### src/rtl/instr_fetch.sv
// Instruction fetch stage: one AXI4-Lite-style read per accepted request, with
// misaligned/bus-error reporting and a discard flag so an in-flight fetch can be flushed.
//
// state | meaning
// IDLE  | no transaction; accepts fetch_start, reports misaligned pc
// ADDR  | read address presented, waiting for mem_arready
// DATA  | waiting for mem_rvalid; response kept or discarded
module instr_fetch #(
    parameter logic [31:0] RESET_INSTR = 32'h00000013
) (
    input  logic        clk,
    input  logic        rstn,
    input  logic [31:0] pc,
    input  logic        fetch_start,
    input  logic        flush,
    output logic        mem_arvalid,
    output logic [31:0] mem_araddr,
    input  logic        mem_arready,
    input  logic        mem_rvalid,
    input  logic [31:0] mem_rdata,
    input  logic [1:0]  mem_rresp,
    output logic        mem_rready,
    output logic [31:0] instr,
    output logic [6:0]  opcode,
    output logic        instr_valid,
    output logic        fetch_err,
    output logic [1:0]  err_cause,
    output logic        busy
);

    typedef enum logic [1:0] {S_IDLE, S_ADDR, S_DATA} state_t;

    state_t      state, state_nxt;
    logic        discard, discard_nxt;
    logic [31:0] araddr_nxt;
    logic [31:0] instr_nxt;
    logic        valid_nxt;
    logic        err_nxt;
    logic [1:0]  cause_nxt;

    always_ff @(posedge clk or negedge rstn) begin
        if (!rstn) begin
            state       <= S_IDLE;
            discard     <= 1'b0;
            mem_araddr  <= 32'h0;
            mem_arvalid <= 1'b0;
            mem_rready  <= 1'b0;
            busy        <= 1'b0;
            instr       <= RESET_INSTR;
            instr_valid <= 1'b0;
            fetch_err   <= 1'b0;
            err_cause   <= 2'b00;
        end else begin
            state       <= state_nxt;
            discard     <= discard_nxt;
            mem_araddr  <= araddr_nxt;
            mem_arvalid <= (state_nxt == S_ADDR);
            mem_rready  <= (state_nxt == S_DATA);
            busy        <= (state_nxt != S_IDLE);
            instr       <= instr_nxt;
            instr_valid <= valid_nxt;
            fetch_err   <= err_nxt;
            err_cause   <= cause_nxt;
        end
    end

    always_comb begin
        state_nxt   = state;
        discard_nxt = discard;
        araddr_nxt  = mem_araddr;
        instr_nxt   = instr;
        valid_nxt   = 1'b0;
        err_nxt     = 1'b0;
        cause_nxt   = err_cause;
        case (state)
            S_IDLE: begin
                // flush wins over a simultaneous request
                if (fetch_start && !flush) begin
                    if (pc[1:0] == 2'b00) begin
                        araddr_nxt  = pc;
                        discard_nxt = 1'b0;
                        state_nxt   = S_ADDR;
                    end else begin
                        err_nxt   = 1'b1;
                        cause_nxt = 2'b01;
                    end
                end
            end
            S_ADDR: begin
                if (flush) discard_nxt = 1'b1;
                if (mem_arready) state_nxt = S_DATA;
            end
            S_DATA: begin
                if (flush) discard_nxt = 1'b1;
                if (mem_rvalid) begin
                    state_nxt = S_IDLE;
                    // a flush landing on the handshake cycle still discards this beat
                    if (!(discard || flush)) begin
                        if (mem_rresp == 2'b00) begin
                            instr_nxt = mem_rdata;
                            valid_nxt = 1'b1;
                        end else begin
                            err_nxt   = 1'b1;
                            cause_nxt = 2'b10;
                        end
                    end
                end
            end
            default: state_nxt = S_IDLE;
        endcase
    end

    assign opcode = instr[6:0];

endmodule

### config.mk
export PLATFORM = sky130hd
export DESIGN_NAME = instr_fetch
export DESIGN_NICKNAME = d
export VERILOG_FILES = /design/src/rtl/instr_fetch.sv
export SDC_FILE = /design/constraint.sdc
export NUM_CORES = 1
export LEC_CHECK = 0
export ABC_AREA = 1
export ABC_CLOCK_PERIOD_IN_PS = 1910
export CORE_ASPECT_RATIO = 1.25
export CORE_MARGIN = 2
export CORE_UTILIZATION = 40
export CTS_CLUSTER_DIAMETER = 150
export CTS_CLUSTER_SIZE = 10
export DETAILED_ROUTE_END_ITERATION = 8
export GPL_TIMING_DRIVEN = 0
export PLACE_DENSITY = 0.8
export SYNTH_ARGS = -nofsm -noshare
export SYNTH_HDL_FRONTEND = slang
export SYNTH_SLANG_ARGS = --single-unit
### constraint.sdc
create_clock -name clk -period 1.91 [get_ports clk]
set_input_delay 0.382 -clock clk [delete_from_list [all_inputs] [get_ports clk]]
set_output_delay 0.382 -clock clk [all_outputs]
set_load 0.02 [all_outputs]
==> results list <==
- The flow ran to the end, and the final reports show no timing, DRC or antenna violations.
- VDD sags by at most 0.000821 V.
- Dividing the detail-routed via count by the number of cells gives 4.53.
- After synthesis, the largest family of logic cells by area is simple AND/OR/NAND/NOR gates.
* Syn-to-layout area delta: 58.9%
- Along the worst path, the maximum fanout reaches 3.
* Final standard cell utilization of the core: 0.655
* Initial DRT Pass Iterations: 4
- The startpoint identified for the worst register-to-register timing path is state[0].
- The share of the Yosys chip area taken by registers is 0.608.
- Largest net degree at the start of global routing: 75
* Total Wirelength: 7.55 mm
- Flip-flop and latch area: 0.00186 mm2
- Number of pins exceeding their max-slew limit in the final report: 0
- Post-layout instance area: 0.00485 mm2
- Of the total synthesized cell area, the portion taken by full adders, half adders and majority gates is 0.0164.
- The clock tree synthesis step divided the H-tree into 3 levels.
- The synthesized design spends more area on one cell type than any other, namely sky130_fd_sc_hd__dfrtp_1.
- After routing, the total negative slack on setup checks comes to 0 ns.
- Crit. path cell count: 1
- DP Cell Count: 595
- The Yosys step of the flow raised 0 warnings.
- Die area: 0.00834 mm2
- The multi-input combinational cells in the finished layout cover a total of 990 um2.
- Between clock sinks in the finished design, the worst skew comes to 0.00887 ns.
- The tool flagged a number of max-cap violations equal to 0.
- Total routing resource utilization after global routing: 0.192
- CP Cell Sequence: clkdlybuf4s50_1
* Dpl cell area: 0.00465 mm2
- Number of diodes: 0
* Clock insertion delay at the later pin of the skew report: 0.34 ns
* Quantity of I/O buffers inserted on ports: 149
* Leakage power: 2.48 nW
* Die height: 102 um
- Dividing the detail-routed wire length by the instance count gives 12.4 um.
- RePlAce Congestion: 0.822
* Prevailing post-synth register cell: sky130_fd_sc_hd__dfrtp_1
* Post-layout net count: 590
* Pwr Density: 1330 mW/mm2
* Most common library cells after synthesis: sky130_fd_sc_hd__nand2_1 (210), sky130_fd_sc_hd__dfrtp_1 (71), sky130_fd_sc_hd__inv_1 (15), sky130_fd_sc_hd__nor2_1 (11), sky130_fd_sc_hd__buf_4 (10)
- Among all stages on the critical path, the largest delay is contributed by sky130_fd_sc_hd__clkdlybuf4s50_1.
- Counting distinct cell types in the post-synthesis netlist gives 19.
* Critical Path Sink Type: primary output
- The number of hold-slack violations in the final timing report was 0.
- Logic depth of the worst register-to-register path: 9
- Setup repair after global routing left no endpoint under its margin.
* Delay contributed by the slowest stage of the critical path: 0.60 ns
- The worst setup path is launched from a flip-flop.
* Master cell of the clock root buffer: sky130_fd_sc_hd__clkbuf_8
- The longest clock path from root to sink contains 2 buffers.
- The number of antenna violations at the first check in global routing was 0.
- Initial cell density of the core: 0.412
- Final critical path time including I/O delays and setup: 1.85 ns
* Number of buffers and inverters on the critical path: 1
- Max frequency: 541 MHz
* Headroom to the max-slew limit: 0.397
* Post-route antenna net violation count: 0
- Post-synthesis share of cell area spent on and, or, nand and nor gates: 0.292
- Transition time of the tightest slew-check pin: 0.905 ns
- The cell family contributing the most delay on the critical path is buffers and inverters.
- For this run, design rule violations remaining after detail routing come to 0.
* Synthesized-area fraction occupied by ao, oa, aoi and oai cells: 0.0160
* Synthesized-area fraction occupied by xor and xnor cells: 0
- Share of cell area taken by muxes after synthesis: 0
- CTS tree: yes
* Number of global-route vias before repair: 2787
* Number of ports placed on the die boundary: 150
* Endpoint of the lowest-slack register-to-register path: instr[29]
* Floorplan core area: 0.00740 mm2
- Area share of the largest cell type after synthesis: 0.582
- Number of fill cells in the layout: 600
- Setup violations remaining at the end of the flow were counted as 0.
- Num CTS Buffers: 9
* Grt ovf: 0
* Net count after synthesis: 430
- Number of instances in the synthesized netlist: 354
- Min-delay worst type: primary input to asynchronous set/reset pin
* Critical path start-end classification: flip-flop to primary output
- Clock slew seen by the registers of the worst setup and hold paths: 0.07 ns
- The setup check on the worst reg-to-reg path leaves a slack of 0.31 ns.
- Counting flops and latches in the post-synthesis netlist gives 74.
- After floorplanning, the core was divided into 35 placement rows.
- Mean instance size in the synthesized netlist: 8.62 um2
- At the placement stage, the worst setup path has a slack of 0.129 ns.
- Worst endpoint required time: 1.53 ns
* Biggest area contributors in the synthesized netlist: sky130_fd_sc_hd__dfrtp_1 (58%), sky130_fd_sc_hd__nand2_1 (26%), sky130_fd_sc_hd__dfstp_2 (2.6%), sky130_fd_sc_hd__buf_4 (2.5%), sky130_fd_sc_hd__inv_1 (1.8%)
- Of the cells placed in the final design, the portion with a size suffix greater than 1 is 0.0790.
* Fraction of registers with async set/reset: 1.00
- After clock tree synthesis, the flow added hold-fix buffers numbering 0.
* Via Count: 2769
- Data arrives at the worst endpoint at 1.47 ns.
- In the finished design, the share of the clock period the worst path needs comes to 0.968.
* DPL Wire Length: 5.66 mm
- The first global-routing pass estimated 12.3 mm of wire.
* Number of enable flip-flop cells after synthesis: 0
- For this block, the initial DRC count from the detailed router was 79.
* Clock sink count: 74
- After layout, the worst setup slack is 0.0602 ns.
- The most common cell in the synthesized netlist is sky130_fd_sc_hd__nand2_1.
- Measured along the x axis, the die boundary spans 82.1 um.
- In this run the cell area of the synthesized design comes to 0.00305 mm2.
- The finished layout holds 611 standard cells, fillers aside.
sequential cells by signal, indices dropped and copies added, names as in the netlist:
name and cells:
instr 32, err_cause 2, busy 1, mem_araddr 32, state 2, fetch_err 1, instr_valid 1, mem_arvalid 1
discard 1, mem_rready 1
layer usage:
| metal | wire length [um] | track usage | vias up |
|---|---|---|---|
| li1 | - | - | 1379 |
| met1 | 2980 | 0.219 | 1269 |
| met2 | 3610 | 0.316 | 109 |
| met3 | 823 | 0.0749 | 12 |
| met4 | 131 | 0.0885 | 0 |
| met5 | 0 | 0 | - |
cells in the final DEF (no fill, tap or decap), types with 4 or more instances in the layout:
cell type	n
sky130_fd_sc_hd__ha_1	4
sky130_fd_sc_hd__nor2_1	11
sky130_fd_sc_hd__clkbuf_8	9
sky130_fd_sc_hd__dlygate4sd2_1	4
sky130_fd_sc_hd__buf_2	4
sky130_fd_sc_hd__dfrtp_1	71
sky130_fd_sc_hd__inv_1	15
sky130_fd_sc_hd__clkdlybuf4s50_1	143
sky130_fd_sc_hd__nand3_1	7
sky130_fd_sc_hd__nand2_1	210
sky130_fd_sc_hd__buf_4	11
stage by stage:
stage               total power [W]  hold WS, ns
global route                0.00685        0.239
global placement            0.00525        0.461
CTS                         0.00652        0.195
finish                      0.00643        0.167
floorplan                   0.00382       0.0864
detailed placement          0.00531        0.464
kinds of logic after synthesis:
kind of cell / count (synthesis)
fa+ha+maj: 4
flops: 74
simple gates: 231
compound gates: 8
buf+inv: 37
report_power, final:
part,switching (W),internal [W],total [W],leakage [nW]
clock network,0.000578,0.000605,0.00118,0.0889
logic,0.00145,0.00139,0.00284,1.43
registers,0.000300,0.00211,0.00241,0.959
total,0.00233,0.00411,0.00643,2.48
worst max-delay path by stage:
stage	slack [ns]	start	to
after floorplan	0.57	state[0]	instr[2]
after global placement	-2.00	rstn	mem_araddr[0]
after detailed placement	0.13	flush	mem_araddr[30]
after CTS	0.004	instr[0]	instr[0]
after global routing	0.007	instr[4]	instr[4]
final	0.06	instr[4]	instr[4]
area by class of cell:
class / count / area share
timing repair buffer: 149 / 0.307
sequential: 74 / 0.383
clock buffer: 10 / 0.0263
multi-input combinational: 243 / 0.204
buffer: 19 / 0.0281
clock inverter: 6 / 0.0137
tap: 92 / 0.0238
inverter: 18 / 0.0142
timing repair:
| item | in CTS | in global routing |
|---|---|---|
| setup buffers | 0 | 0 |
| resized for setup | 4 | 1 |
| pin swaps | 0 | 0 |
| endpoints found under the setup margin | 4 | 1 |
(Power assumes the default switching activity.)
